==> src/rtl/xhci_cmd_pkg.sv <==
// Shared definitions for the xHCI endpoint-command front end: TRB type codes,
// completion codes, endpoint states, FSM states and the set-ep-tr bus layout.
package xhci_cmd_pkg;

    localparam logic [5:0] RESET_EP   = 6'd14;
    localparam logic [5:0] STOP_EP    = 6'd15;
    localparam logic [5:0] SET_TR_DEQ = 6'd16;

    typedef enum logic [7:0] {
        SUCCESS     = 8'd1,
        TRB_ERR     = 8'd5,
        SLOT_NOT_EN = 8'd11,
        PARAM_ERR   = 8'd17,
        CMD_ABORTED = 8'd25
    } comp_code_e;

    typedef enum logic [2:0] {
        STOPPED = 3'd3
    } ep_state_e;

    typedef enum logic [2:0] {
        ST_IDLE,
        ST_DECODE,
        ST_EP_REQ,
        ST_EP_RELEASE,
        ST_TR_UPDATE,
        ST_EVENT
    } cmd_state_e;

    // Bit positions on the 74-bit set-ep-tr bus.
    localparam int SET_EP_TR_W        = 74;
    localparam int SET_EP_TR_RUN      = 0;
    localparam int SET_EP_TR_SLOT_LSB = 1;
    localparam int SET_EP_TR_DCI_LSB  = 4;
    localparam int SET_EP_TR_PTR_LSB  = 9;
    localparam int SET_EP_TR_CYCLE    = 73;

    // Assemble one set-ep-tr word; the run bit is always set for a live update.
    function automatic logic [SET_EP_TR_W-1:0] pack_set_ep_tr(
        input logic        dcs,
        input logic [63:0] ptr,
        input logic [4:0]  dci,
        input logic [2:0]  slot
    );
        logic [SET_EP_TR_W-1:0] v;
        v = '0;
        v[SET_EP_TR_RUN]                = 1'b1;
        v[SET_EP_TR_SLOT_LSB +: 3]      = slot;
        v[SET_EP_TR_DCI_LSB +: 5]       = dci;
        v[SET_EP_TR_PTR_LSB +: 64]      = ptr;
        v[SET_EP_TR_CYCLE]              = dcs;
        return v;
    endfunction

endpackage

==> src/rtl/ep_cmd_dispatch_if.sv <==
// Bundle of command, endpoint-writer, context-update and event signals
// exchanged between the endpoint-command dispatcher and its neighbours.
interface ep_cmd_dispatch_if;
    logic         cmd_valid;
    logic         cmd_ready;
    logic [127:0] cmd_trb;
    logic [7:0]   slot_enabled;
    logic         ep_req;
    logic [7:0]   ep_req_slot_id;
    logic [4:0]   ep_req_ep_id;
    logic [2:0]   ep_req_state;
    logic         ep_req_done;
    logic [73:0]  set_ep_tr;
    logic         evt_valid;
    logic         evt_ready;
    logic [7:0]   evt_comp_code;
    logic [7:0]   evt_slot_id;
    logic         busy;

    modport master (
        output cmd_valid, cmd_trb, slot_enabled, ep_req_done, evt_ready,
        input  cmd_ready, ep_req, ep_req_slot_id, ep_req_ep_id, ep_req_state,
               set_ep_tr, evt_valid, evt_comp_code, evt_slot_id, busy
    );

    modport slave (
        input  cmd_valid, cmd_trb, slot_enabled, ep_req_done, evt_ready,
        output cmd_ready, ep_req, ep_req_slot_id, ep_req_ep_id, ep_req_state,
               set_ep_tr, evt_valid, evt_comp_code, evt_slot_id, busy
    );
endinterface

==> src/rtl/ep_cmd_decode.sv <==
// Combinational TRB field extraction and validity checks. Produces the state
// to enter after DECODE and the completion code to report.
module ep_cmd_decode
    import xhci_cmd_pkg::*;
#(
    parameter int MAX_SLOT_ID = 7
) (
    input  logic [127:0]           trb,
    input  logic [7:0]             slot_enabled,
    output cmd_state_e             next_state,
    output comp_code_e             code,
    output logic [7:0]             slot,
    output logic [4:0]             dci,
    output logic [SET_EP_TR_W-1:0] set_ep_tr_val
);

    logic [5:0]  trb_type;
    logic [2:0]  sct;
    logic        dcs;
    logic [63:0] ptr;
    logic [2:0]  slot_idx;
    logic        unused_trb_bits;

    assign trb_type = trb[111:106];
    assign dci      = trb[116:112];
    assign slot     = trb[127:120];
    assign dcs      = trb[0];
    assign sct      = trb[3:1];
    assign ptr      = {trb[63:4], 4'b0};
    assign slot_idx = slot[2:0] - 3'd1;

    assign set_ep_tr_val   = pack_set_ep_tr(dcs, ptr, dci, slot[2:0]);
    assign unused_trb_bits = ^{trb[119:117], trb[105:64]};

    // Priority-ordered checks; the first failing check decides the code.
    always_comb begin
        next_state = ST_EVENT;
        code       = SUCCESS;
        if (!((trb_type == RESET_EP) || (trb_type == STOP_EP) || (trb_type == SET_TR_DEQ))) begin
            code = TRB_ERR;
        end else if ((slot == 8'd0) || (slot > 8'(MAX_SLOT_ID)) || (dci == 5'd0)) begin
            code = TRB_ERR;
        end else if (!slot_enabled[slot_idx]) begin
            code = SLOT_NOT_EN;
        end else if ((trb_type == SET_TR_DEQ) && (sct != 3'd0)) begin
            code = PARAM_ERR;
        end else if (trb_type == SET_TR_DEQ) begin
            next_state = ST_TR_UPDATE;
        end else begin
            next_state = ST_EP_REQ;
        end
    end

endmodule

==> src/rtl/ep_cmd_dispatch.sv <==
// Endpoint-command front end for the xHCI command ring: accepts one command
// TRB at a time, drives the endpoint-state writer or the set-ep-tr bus, and
// reports one completion record per accepted TRB.
module ep_cmd_dispatch
    import xhci_cmd_pkg::*;
#(
    parameter int MAX_SLOT_ID    = 7,
    parameter int TIMEOUT_CYCLES = 4096
) (
    input logic               clk,
    input logic               rst,
    ep_cmd_dispatch_if.slave  bus
);

    localparam int WD_W = (TIMEOUT_CYCLES > 2) ? $clog2(TIMEOUT_CYCLES) : 1;

    cmd_state_e             state;
    logic [127:0]           trb_q;
    logic [WD_W-1:0]        wd_q;
    logic                   ep_req_q;
    logic [7:0]             slot_q;
    logic [4:0]             dci_q;
    logic [2:0]             ep_state_q;
    logic [SET_EP_TR_W-1:0] set_ep_tr_q;
    logic                   evt_valid_q;
    logic [7:0]             code_q;

    cmd_state_e             dec_next;
    comp_code_e             dec_code;
    logic [7:0]             dec_slot;
    logic [4:0]             dec_dci;
    logic [SET_EP_TR_W-1:0] dec_set_ep_tr;

    ep_cmd_decode #(.MAX_SLOT_ID(MAX_SLOT_ID)) u_decode (
        .trb           (trb_q),
        .slot_enabled  (bus.slot_enabled),
        .next_state    (dec_next),
        .code          (dec_code),
        .slot          (dec_slot),
        .dci           (dec_dci),
        .set_ep_tr_val (dec_set_ep_tr)
    );

    assign bus.cmd_ready      = (state == ST_IDLE);
    assign bus.busy           = (state != ST_IDLE);
    assign bus.ep_req         = ep_req_q;
    assign bus.ep_req_slot_id = slot_q;
    assign bus.ep_req_ep_id   = dci_q;
    assign bus.ep_req_state   = ep_state_q;
    assign bus.set_ep_tr      = set_ep_tr_q;
    assign bus.evt_valid      = evt_valid_q;
    assign bus.evt_comp_code  = code_q;
    assign bus.evt_slot_id    = slot_q;

    // Command FSM with registered outputs and the endpoint-writer watchdog.
    always_ff @(posedge clk) begin
        if (rst) begin
            state       <= ST_IDLE;
            trb_q       <= '0;
            wd_q        <= '0;
            ep_req_q    <= 1'b0;
            slot_q      <= '0;
            dci_q       <= '0;
            ep_state_q  <= '0;
            set_ep_tr_q <= '0;
            evt_valid_q <= 1'b0;
            code_q      <= '0;
        end else begin
            case (state)
                ST_IDLE: begin
                    if (bus.cmd_valid) begin
                        trb_q <= bus.cmd_trb;
                        state <= ST_DECODE;
                    end
                end
                ST_DECODE: begin
                    state  <= dec_next;
                    code_q <= dec_code;
                    slot_q <= dec_slot;
                    dci_q  <= dec_dci;
                    wd_q   <= '0;
                    if (dec_next == ST_EP_REQ) begin
                        ep_req_q   <= 1'b1;
                        ep_state_q <= STOPPED;
                    end
                    if (dec_next == ST_TR_UPDATE) begin
                        set_ep_tr_q <= dec_set_ep_tr;
                    end
                    if (dec_next == ST_EVENT) begin
                        evt_valid_q <= 1'b1;
                    end
                end
                ST_EP_REQ: begin
                    if (bus.ep_req_done) begin
                        ep_req_q <= 1'b0;
                        code_q   <= SUCCESS;
                        state    <= ST_EP_RELEASE;
                    end else if (wd_q == WD_W'(TIMEOUT_CYCLES - 1)) begin
                        ep_req_q <= 1'b0;
                        code_q   <= CMD_ABORTED;
                        state    <= ST_EP_RELEASE;
                    end else begin
                        wd_q <= wd_q + 1'b1;
                    end
                end
                ST_EP_RELEASE: begin
                    if (!bus.ep_req_done) begin
                        evt_valid_q <= 1'b1;
                        state       <= ST_EVENT;
                    end
                end
                ST_TR_UPDATE: begin
                    set_ep_tr_q <= '0;
                    evt_valid_q <= 1'b1;
                    state       <= ST_EVENT;
                end
                ST_EVENT: begin
                    if (bus.evt_ready) begin
                        evt_valid_q <= 1'b0;
                        state       <= ST_IDLE;
                    end
                end
                default: state <= ST_IDLE;
            endcase
        end
    end

endmodule

==> src/flat_wrapper.sv <==
// flat-port wrapper written by rule: the top's interface ports become plain ports
module ep_cmd_dispatch_flat import xhci_cmd_pkg::*;
#(
    parameter int MAX_SLOT_ID    = 7,
    parameter int TIMEOUT_CYCLES = 4096
)
  (clk, rst, bus_cmd_valid, bus_cmd_trb, bus_slot_enabled, bus_ep_req_done, bus_evt_ready, bus_cmd_ready, bus_ep_req, bus_ep_req_slot_id, bus_ep_req_ep_id, bus_ep_req_state, bus_set_ep_tr, bus_evt_valid, bus_evt_comp_code, bus_evt_slot_id, bus_busy);
  ep_cmd_dispatch_if bus_i ();
  input logic clk;
  input logic rst;
  input wire logic [$bits(bus_i.cmd_valid)-1:0] bus_cmd_valid;
  input wire logic [$bits(bus_i.cmd_trb)-1:0] bus_cmd_trb;
  input wire logic [$bits(bus_i.slot_enabled)-1:0] bus_slot_enabled;
  input wire logic [$bits(bus_i.ep_req_done)-1:0] bus_ep_req_done;
  input wire logic [$bits(bus_i.evt_ready)-1:0] bus_evt_ready;
  output wire logic [$bits(bus_i.cmd_ready)-1:0] bus_cmd_ready;
  output wire logic [$bits(bus_i.ep_req)-1:0] bus_ep_req;
  output wire logic [$bits(bus_i.ep_req_slot_id)-1:0] bus_ep_req_slot_id;
  output wire logic [$bits(bus_i.ep_req_ep_id)-1:0] bus_ep_req_ep_id;
  output wire logic [$bits(bus_i.ep_req_state)-1:0] bus_ep_req_state;
  output wire logic [$bits(bus_i.set_ep_tr)-1:0] bus_set_ep_tr;
  output wire logic [$bits(bus_i.evt_valid)-1:0] bus_evt_valid;
  output wire logic [$bits(bus_i.evt_comp_code)-1:0] bus_evt_comp_code;
  output wire logic [$bits(bus_i.evt_slot_id)-1:0] bus_evt_slot_id;
  output wire logic [$bits(bus_i.busy)-1:0] bus_busy;
  assign bus_i.cmd_valid = bus_cmd_valid;
  assign bus_i.cmd_trb = bus_cmd_trb;
  assign bus_i.slot_enabled = bus_slot_enabled;
  assign bus_i.ep_req_done = bus_ep_req_done;
  assign bus_i.evt_ready = bus_evt_ready;
  assign bus_cmd_ready = bus_i.cmd_ready;
  assign bus_ep_req = bus_i.ep_req;
  assign bus_ep_req_slot_id = bus_i.ep_req_slot_id;
  assign bus_ep_req_ep_id = bus_i.ep_req_ep_id;
  assign bus_ep_req_state = bus_i.ep_req_state;
  assign bus_set_ep_tr = bus_i.set_ep_tr;
  assign bus_evt_valid = bus_i.evt_valid;
  assign bus_evt_comp_code = bus_i.evt_comp_code;
  assign bus_evt_slot_id = bus_i.evt_slot_id;
  assign bus_busy = bus_i.busy;
  ep_cmd_dispatch #(.MAX_SLOT_ID(MAX_SLOT_ID), .TIMEOUT_CYCLES(TIMEOUT_CYCLES)) u_core (.clk(clk), .rst(rst), .bus(bus_i));
endmodule
==> config.mk <==
export PLATFORM = sky130hd
export DESIGN_NAME = ep_cmd_dispatch_flat
export DESIGN_NICKNAME = d
export VERILOG_FILES = /design/src/rtl/xhci_cmd_pkg.sv /design/src/rtl/ep_cmd_dispatch_if.sv /design/src/rtl/ep_cmd_decode.sv /design/src/rtl/ep_cmd_dispatch.sv /design/src/flat_wrapper.sv
export SDC_FILE = /design/constraint.sdc
export NUM_CORES = 1
export LEC_CHECK = 0
export BUFFER_PORTS_ARGS = -buffer_cell sky130_fd_sc_hd__buf_4
export CAP_MARGIN = 10
export CORE_MARGIN = 2
export CORE_UTILIZATION = 50
export CTS_CLUSTER_SIZE = 20
export DETAILED_ROUTE_END_ITERATION = 12
export PLACE_DENSITY_LB_ADDON = 0.15
export SLEW_MARGIN = 20
export SYNTH_ARGS = -nofsm -noshare
export SYNTH_HDL_FRONTEND = slang
export SYNTH_SLANG_ARGS = --single-unit
==> constraint.sdc <==
create_clock -name clk -period 2.85 [get_ports clk]
set_clock_uncertainty 0.15 [all_clocks]
set_input_delay 0.7125 -clock clk [delete_from_list [all_inputs] [get_ports clk]]
set_output_delay 0.7125 -clock clk [all_outputs]
set_load 0.02 [all_outputs]
==> results of run 1 <==
==> per-stage QoR <==
| stage | setup WS [ns] | cells |
|---|---|---|
| CTS | 0.0934 | 1263 |
| floorplan | 0.475 | 911 |
| global route | 0.118 | 1264 |
| detailed placement | 0.118 | 1231 |
| finish | 0.201 | 1264 |
| global placement | 0.159 | 1231 |
==> report_power, final <==
part,internal (mW),switching (mW)
clock network,1.41,1.10
registers,2.75,0.0726
logic,0.278,0.434
==> cell families after synthesis <==
family,after synthesis,synth area share
compound gates,139,0.104
xor+xnor,10,0.0116
fa+ha+maj,3,0.00497
buf+inv,86,0.0626
flops,189,0.501
mux,74,0.101
other cells,1,0.000497
simple gates,402,0.213
==> routing by layer <==
layer | vias to the layer above | part of all wire
met5 | - | 0
met1 | 2977 | 0.44
li1 | 3276 | -
met2 | 196 | 0.47
met4 | 0 | 0.019
met3 | 23 | 0.063
==> how the worst max path moves through the flow <==
stage                        startpoint                       end  slack (ns)  cells after the start
CTS                   u_core.trb_q[107]  u_core.bus.set_ep_tr[42]        0.09                      6
global placement      u_core.trb_q[107]  u_core.bus.set_ep_tr[49]        0.16                      6
global route          u_core.trb_q[107]  u_core.bus.set_ep_tr[50]        0.12                      7
finish                u_core.trb_q[107]  u_core.bus.set_ep_tr[42]        0.20                      7
floorplan           bus_slot_enabled[0]  u_core.bus.set_ep_tr[13]        0.47                      7
detailed placement    u_core.trb_q[107]  u_core.bus.set_ep_tr[47]        0.12                      6
==> synthesized netlist by cell type, types with 3 or more instances <==
cell | count | area share
a21oi_1 | 110 | 0.073
nor3_1 | 7 | 0.0046
nand2_1 | 342 | 0.17
o31ai_1 | 3 | 0.0030
mux2i_1 | 72 | 0.095
buf_4 | 17 | 0.017
ha_1 | 3 | 0.0050
nand4_1 | 6 | 0.0050
nor2_1 | 23 | 0.011
inv_1 | 7 | 0.0035
nor3b_1 | 3 | 0.0030
clkbuf_1 | 53 | 0.026
nand3_1 | 8 | 0.0053
o21ai_0 | 4 | 0.0027
xor2_1 | 5 | 0.0058
xnor2_1 | 5 | 0.0058
dfxtp_1 | 189 | 0.50
buf_8 | 7 | 0.014
a211oi_1 | 5 | 0.0050
==> cell type report <==
class / instances / area share
Multi-Input combinational cell: 636 / 0.345
Clock inverter: 15 / 0.0213
Sequential cell: 189 / 0.390
Clock buffer: 17 / 0.0439
Inverter: 8 / 0.00310
Tap cell: 184 / 0.0237
Timing Repair Buffer: 215 / 0.173
==> flip-flops by register name, summed over array words and instances (netlist names) <==
name,flops
u_core.wd_q,12
u_core.bus.ep_req_slot_id,8
u_core.state,3
u_core.bus.ep_req_state,1
u_core.bus.ep_req_ep_id,5
u_core.bus.ep_req,1
u_core.bus.set_ep_tr,70
u_core.bus.evt_comp_code,5
u_core.bus.evt_valid,1
u_core.trb_q,83
==> worst max-delay path, delay by kind of cell (launching register included) <==
family	cells	cell delay, ns
compound gates	2	0.78
simple gates	2	0.70
mux	1	0.15
buf+inv	2	0.37
flops	1	0.34
==> flow_metrics.py, run 1 <==
metrics = {
    "run_status": {
        "outcome": "finished, final reports clean",
    },
    "worst_hold_path": {
        "holdCritStartpoint": "u_core.trb_q[30]",
        "min_to": "u_core.bus.set_ep_tr[39]",
        "worstHoldPathCells": 2,
        "hp-class": "reg -> reg",
    },
    "placement": {
        "gp_congestion": 0.824,
        "dp_hpwl_um": 11700,
        "port_buffers": 197,
        "dpl_cell_area_um2": 9060,
    },
    "setup_path": {
        "worstPathRequired_ns": 3.01,
        "reg2reg_to": "u_core.bus.set_ep_tr[42]",
        "worst-setup-path-type": "reg -> reg",
        "end_kind": "flip-flop",
        "cpPeakStageDelay_ns": 0.56,
        "timing.rr.start": "u_core.trb_q[107]",
        "crit_slowest_cell": "or4_4",
        "cp_max_fo": 38,
        "cp_cell_sequence": "or4_4, o21a_1, a2111oi_4, nand4_1, buf_4, buf_12, mux2i_1",
        "cp-start-kind": "flip-flop",
        "ff2ff_path_depth": 7,
        "arrival_ns": 2.81,
        "reg2reg_slack_ns": 0.20,
    },
    "floorplan": {
        "die_h_um": 127,
        "die_area_um2": 16100,
        "fp.dieW_um": 127,
        "initial_core_util": 0.516,
        "io_pins": 251,
        "core_um2": 14600,
        "rows": 44,
    },
    "cells_and_area": {
        "layout_commonest_cell": "nand2_1",
        "area_growth_syn_to_layout_pct": 28.5,
        "diodes": 0,
        "most-common-layout-cells": "nand2_1, buf_4, dfxtp_1",
        "drive_gt1_frac": 0.239,
        "fill_cells": 1256,
        "multi_input_area_um2": 3350,
        "final_cell_area_um2": 9700,
        "regArea_um2": 3780,
        "layout.nets": 1211,
        "final_core_util": 0.662,
    },
    "synth": {
        "synthesis.area_um2": 7550,
        "syn_area_per_cell_um2": 8.35,
        "synth_edf_count": 0,
        "ys_ff_latch": 189,
        "ys_warn_count": 0,
        "synthDistinctLibCells": 47,
        "async_reset_ff_frac": 0,
        "ys.flop_type": "dfxtp_1",
        "yosysSeqAreaShare": 0.501,
        "netlist_instances": 904,
    },
    "timing": {
        "fin_crit_ns": 2.65,
        "hold_ws_ns": 0.300,
        "finalHoldViolCount": 0,
        "setup_tns_ns": 0,
        "finalMaxSlewViolations": 0,
        "setup_viol": 0,
        "max_freq_mhz": 378,
        "tightestPinTransition_ns": 0.933,
        "fin_crit_sh": 0.929,
        "rsz0062_at_grt": "no",
        "slew_headroom": 0.378,
    },
    "grt": {
        "grtUsageTotal": 0.227,
        "met1_usage": 0.286,
        "grt_pass1_wl_um": 29400,
        "first_global_vias": 5932,
        "grt-busiest-layer": "met2",
        "globalRoute.totalOverflow": 0,
        "grt_max_degree": 84,
        "grt_antenna_before_repair": 0,
        "grtUsageMet2": 0.378,
        "grt_util_met3": 0.0557,
    },
    "clock_network": {
        "clock_path_buffers": 2,
        "clock_latency_ns": 0.43,
        "cts_root_buf": "clkbuf_16",
        "clock_sinks": 189,
        "clk_pin_slew_ns": 0.07,
        "h-tree-depth": 4,
        "cts-buffers-inserted": 17,
        "cts_tree": "done",
        "cts_resized": 0,
        "post_cts_buffers": 0,
        "cts_hold_buffers": 0,
    },
    "job": {
        "drv_cap": 0,
    },
    "routing": {
        "drcViolationCount": 0,
        "drt-initial-drc-count": 428,
        "drt_wl_total_um": 18300,
        "detail-route-antenna-nets": 0,
        "via_per_inst": 5.12,
        "vias": 6472,
        "dr.pass1.iters": 5,
        "wl_per_cell_um": 14.5,
    },
    "pwr": {
        "ir_worst_vdd_mv": 0.441,
        "static-leakage-power_nw": 4.33,
        "power.total_mw": 6.05,
        "power_density_nw_per_um2": 624,
    },
}
Note: power is estimated with default switching activity, not from simulation.
==> inputs of run 2 (changes only) <==
- CORE_UTILIZATION: 50 -> 37
==> run 2 against run 1 <==
  * First-iteration DRC count fell by 20%
  * Critical path depth did not move
  * Global-route usage fell by 4.1 points
  * Count of clock-buffer cells in the layout rose by 2
  * Register-to-register slack got worse by 0.02 ns
  * Via count fell by 0.20%
  * Non-clock buffer count rose by 10
  * Power fell by 2.0%
  * Flip-flop and latch count did not move
  * Critical endpoint is now u_core.bus.set_ep_tr[21]
  * Largest cell class unchanged
==> flow_metrics.py, run 2 (synthesized netlist as in run 1, its figures left out) <==
metrics = {
    "timing": {
        "rsz0062_at_grt": "no",
        "slew_headroom": 0.561,
        "setup_tns_ns": 0,
        "fin_crit_ns": 2.67,
        "fin_crit_sh": 0.936,
        "finalHoldViolCount": 0,
        "tightestPinTransition_ns": 0.659,
        "setup_viol": 0,
        "max_freq_mhz": 375,
        "finalMaxSlewViolations": 0,
    },
    "floorplan": {
        "initial_core_util": 0.376,
        "core_um2": 20100,
        "die_area_um2": 21600,
        "die_h_um": 147,
        "rows": 52,
        "io_pins": 251,
        "fp.dieW_um": 147,
    },
    "grt": {
        "first_global_vias": 6155,
        "grt_antenna_before_repair": 0,
        "met1_usage": 0.234,
        "grtUsageTotal": 0.185,
        "grtUsageMet2": 0.324,
        "grt_util_met3": 0.0332,
        "globalRoute.totalOverflow": 0,
        "grt_pass1_wl_um": 32000,
        "grt-busiest-layer": "met2",
        "grt_max_degree": 70,
    },
    "clock_network": {
        "cts_resized": 0,
        "cts_tree": "done",
        "cts_hold_buffers": 0,
        "cts_root_buf": "clkbuf_16",
        "clk_pin_slew_ns": 0.07,
        "clock_sinks": 189,
        "clock_latency_ns": 0.42,
        "clock_path_buffers": 2,
        "h-tree-depth": 4,
        "cts-buffers-inserted": 17,
        "post_cts_buffers": 0,
    },
    "pwr": {
        "ir_worst_vdd_mv": 0.352,
        "power.total_mw": 5.93,
        "power_density_nw_per_um2": 599,
        "static-leakage-power_nw": 4.39,
    },
    "setup_path": {
        "worst-setup-path-type": "reg -> reg",
        "worstPathRequired_ns": 3.01,
        "cp-start-kind": "flip-flop",
        "arrival_ns": 2.82,
        "end_kind": "flip-flop",
        "cp_max_fo": 14,
    },
    "routing": {
        "vias": 6459,
        "drt_wl_total_um": 19800,
        "drcViolationCount": 0,
        "via_per_inst": 4.75,
        "wl_per_cell_um": 14.6,
        "drt-initial-drc-count": 341,
        "detail-route-antenna-nets": 0,
        "dr.pass1.iters": 4,
    },
    "cells_and_area": {
        "multi_input_area_um2": 3350,
        "fill_cells": 1946,
        "drive_gt1_frac": 0.244,
        "regMostFlops": "u_core.trb_q",
        "most-common-layout-cells": "nand2_1, buf_4, dfxtp_1",
        "area_growth_syn_to_layout_pct": 31.0,
        "largest_register_ffs": 83,
        "layout.nets": 1221,
        "layout_commonest_cell": "nand2_1",
        "regArea_um2": 3780,
        "diodes": 0,
    },
    "run_status": {
        "outcome": "finished, final reports clean",
    },
    "job": {
        "drv_cap": 0,
    },
    "placement": {
        "port_buffers": 197,
        "dp_hpwl_um": 13200,
        "gp_congestion": 0.800,
    },
    "worst_hold_path": {
        "hp-class": "reg -> reg",
    },
}
[run 2: final timing paths]
check	start	to	slack [ns]	depth (start not counted)
worst max register to register	u_core.trb_q[107]	u_core.bus.set_ep_tr[21]	0.18	7
worst min-delay path	u_core.trb_q[48]	u_core.bus.set_ep_tr[57]	0.30	2
worst min register to register	u_core.trb_q[48]	u_core.bus.set_ep_tr[57]	0.30	2
worst max-delay path	u_core.trb_q[107]	u_core.bus.set_ep_tr[21]	0.18	7
[run 2: worst max-delay path: stages (launching register included)]
cell       delay (ns)
dfxtp_1          0.33
or4_4            0.56
o21a_1           0.24
a2111oi_4        0.50
nand4_1          0.26
buf_12           0.22
buf_12           0.16
mux2i_1          0.12
[run 2: layout make-up]
type / count / share of cell area
Tap cell: 270 / 0.0342
Timing Repair Buffer: 225 / 0.183
Multi-Input combinational cell: 636 / 0.338
Clock inverter: 12 / 0.0139
Sequential cell: 189 / 0.382
Clock buffer: 19 / 0.0448
Inverter: 8 / 0.00304
[run 2: power by group]
part           internal (mW)  switching (mW)
combinational          0.293           0.440
clock                   1.33            1.04
sequential              2.75          0.0796
[run 2: through the flow]
stage / hold WS, ns / util / area, um^2 / instances / worst slack, ns
after floorplan: 0.285 / - / 7580 / 911 / 0.475
after global placement: 0.288 / 0.463 / 9310 / 1328 / 0.123
after detailed placement: 0.296 / 0.463 / 9310 / 1328 / 0.113
after CTS: 0.304 / 0.492 / 9890 / 1359 / 0.176
after global routing: 0.319 / 0.492 / 9890 / 1359 / 0.0202
final: 0.298 / 0.492 / 9890 / 1359 / 0.182
[run 2: layer usage]
layer  part of all wire  vias up
met5                  0        -
met4              0.013        0
met3              0.045       19
met2               0.48      155
met1               0.46     2992
li1                   -     3293
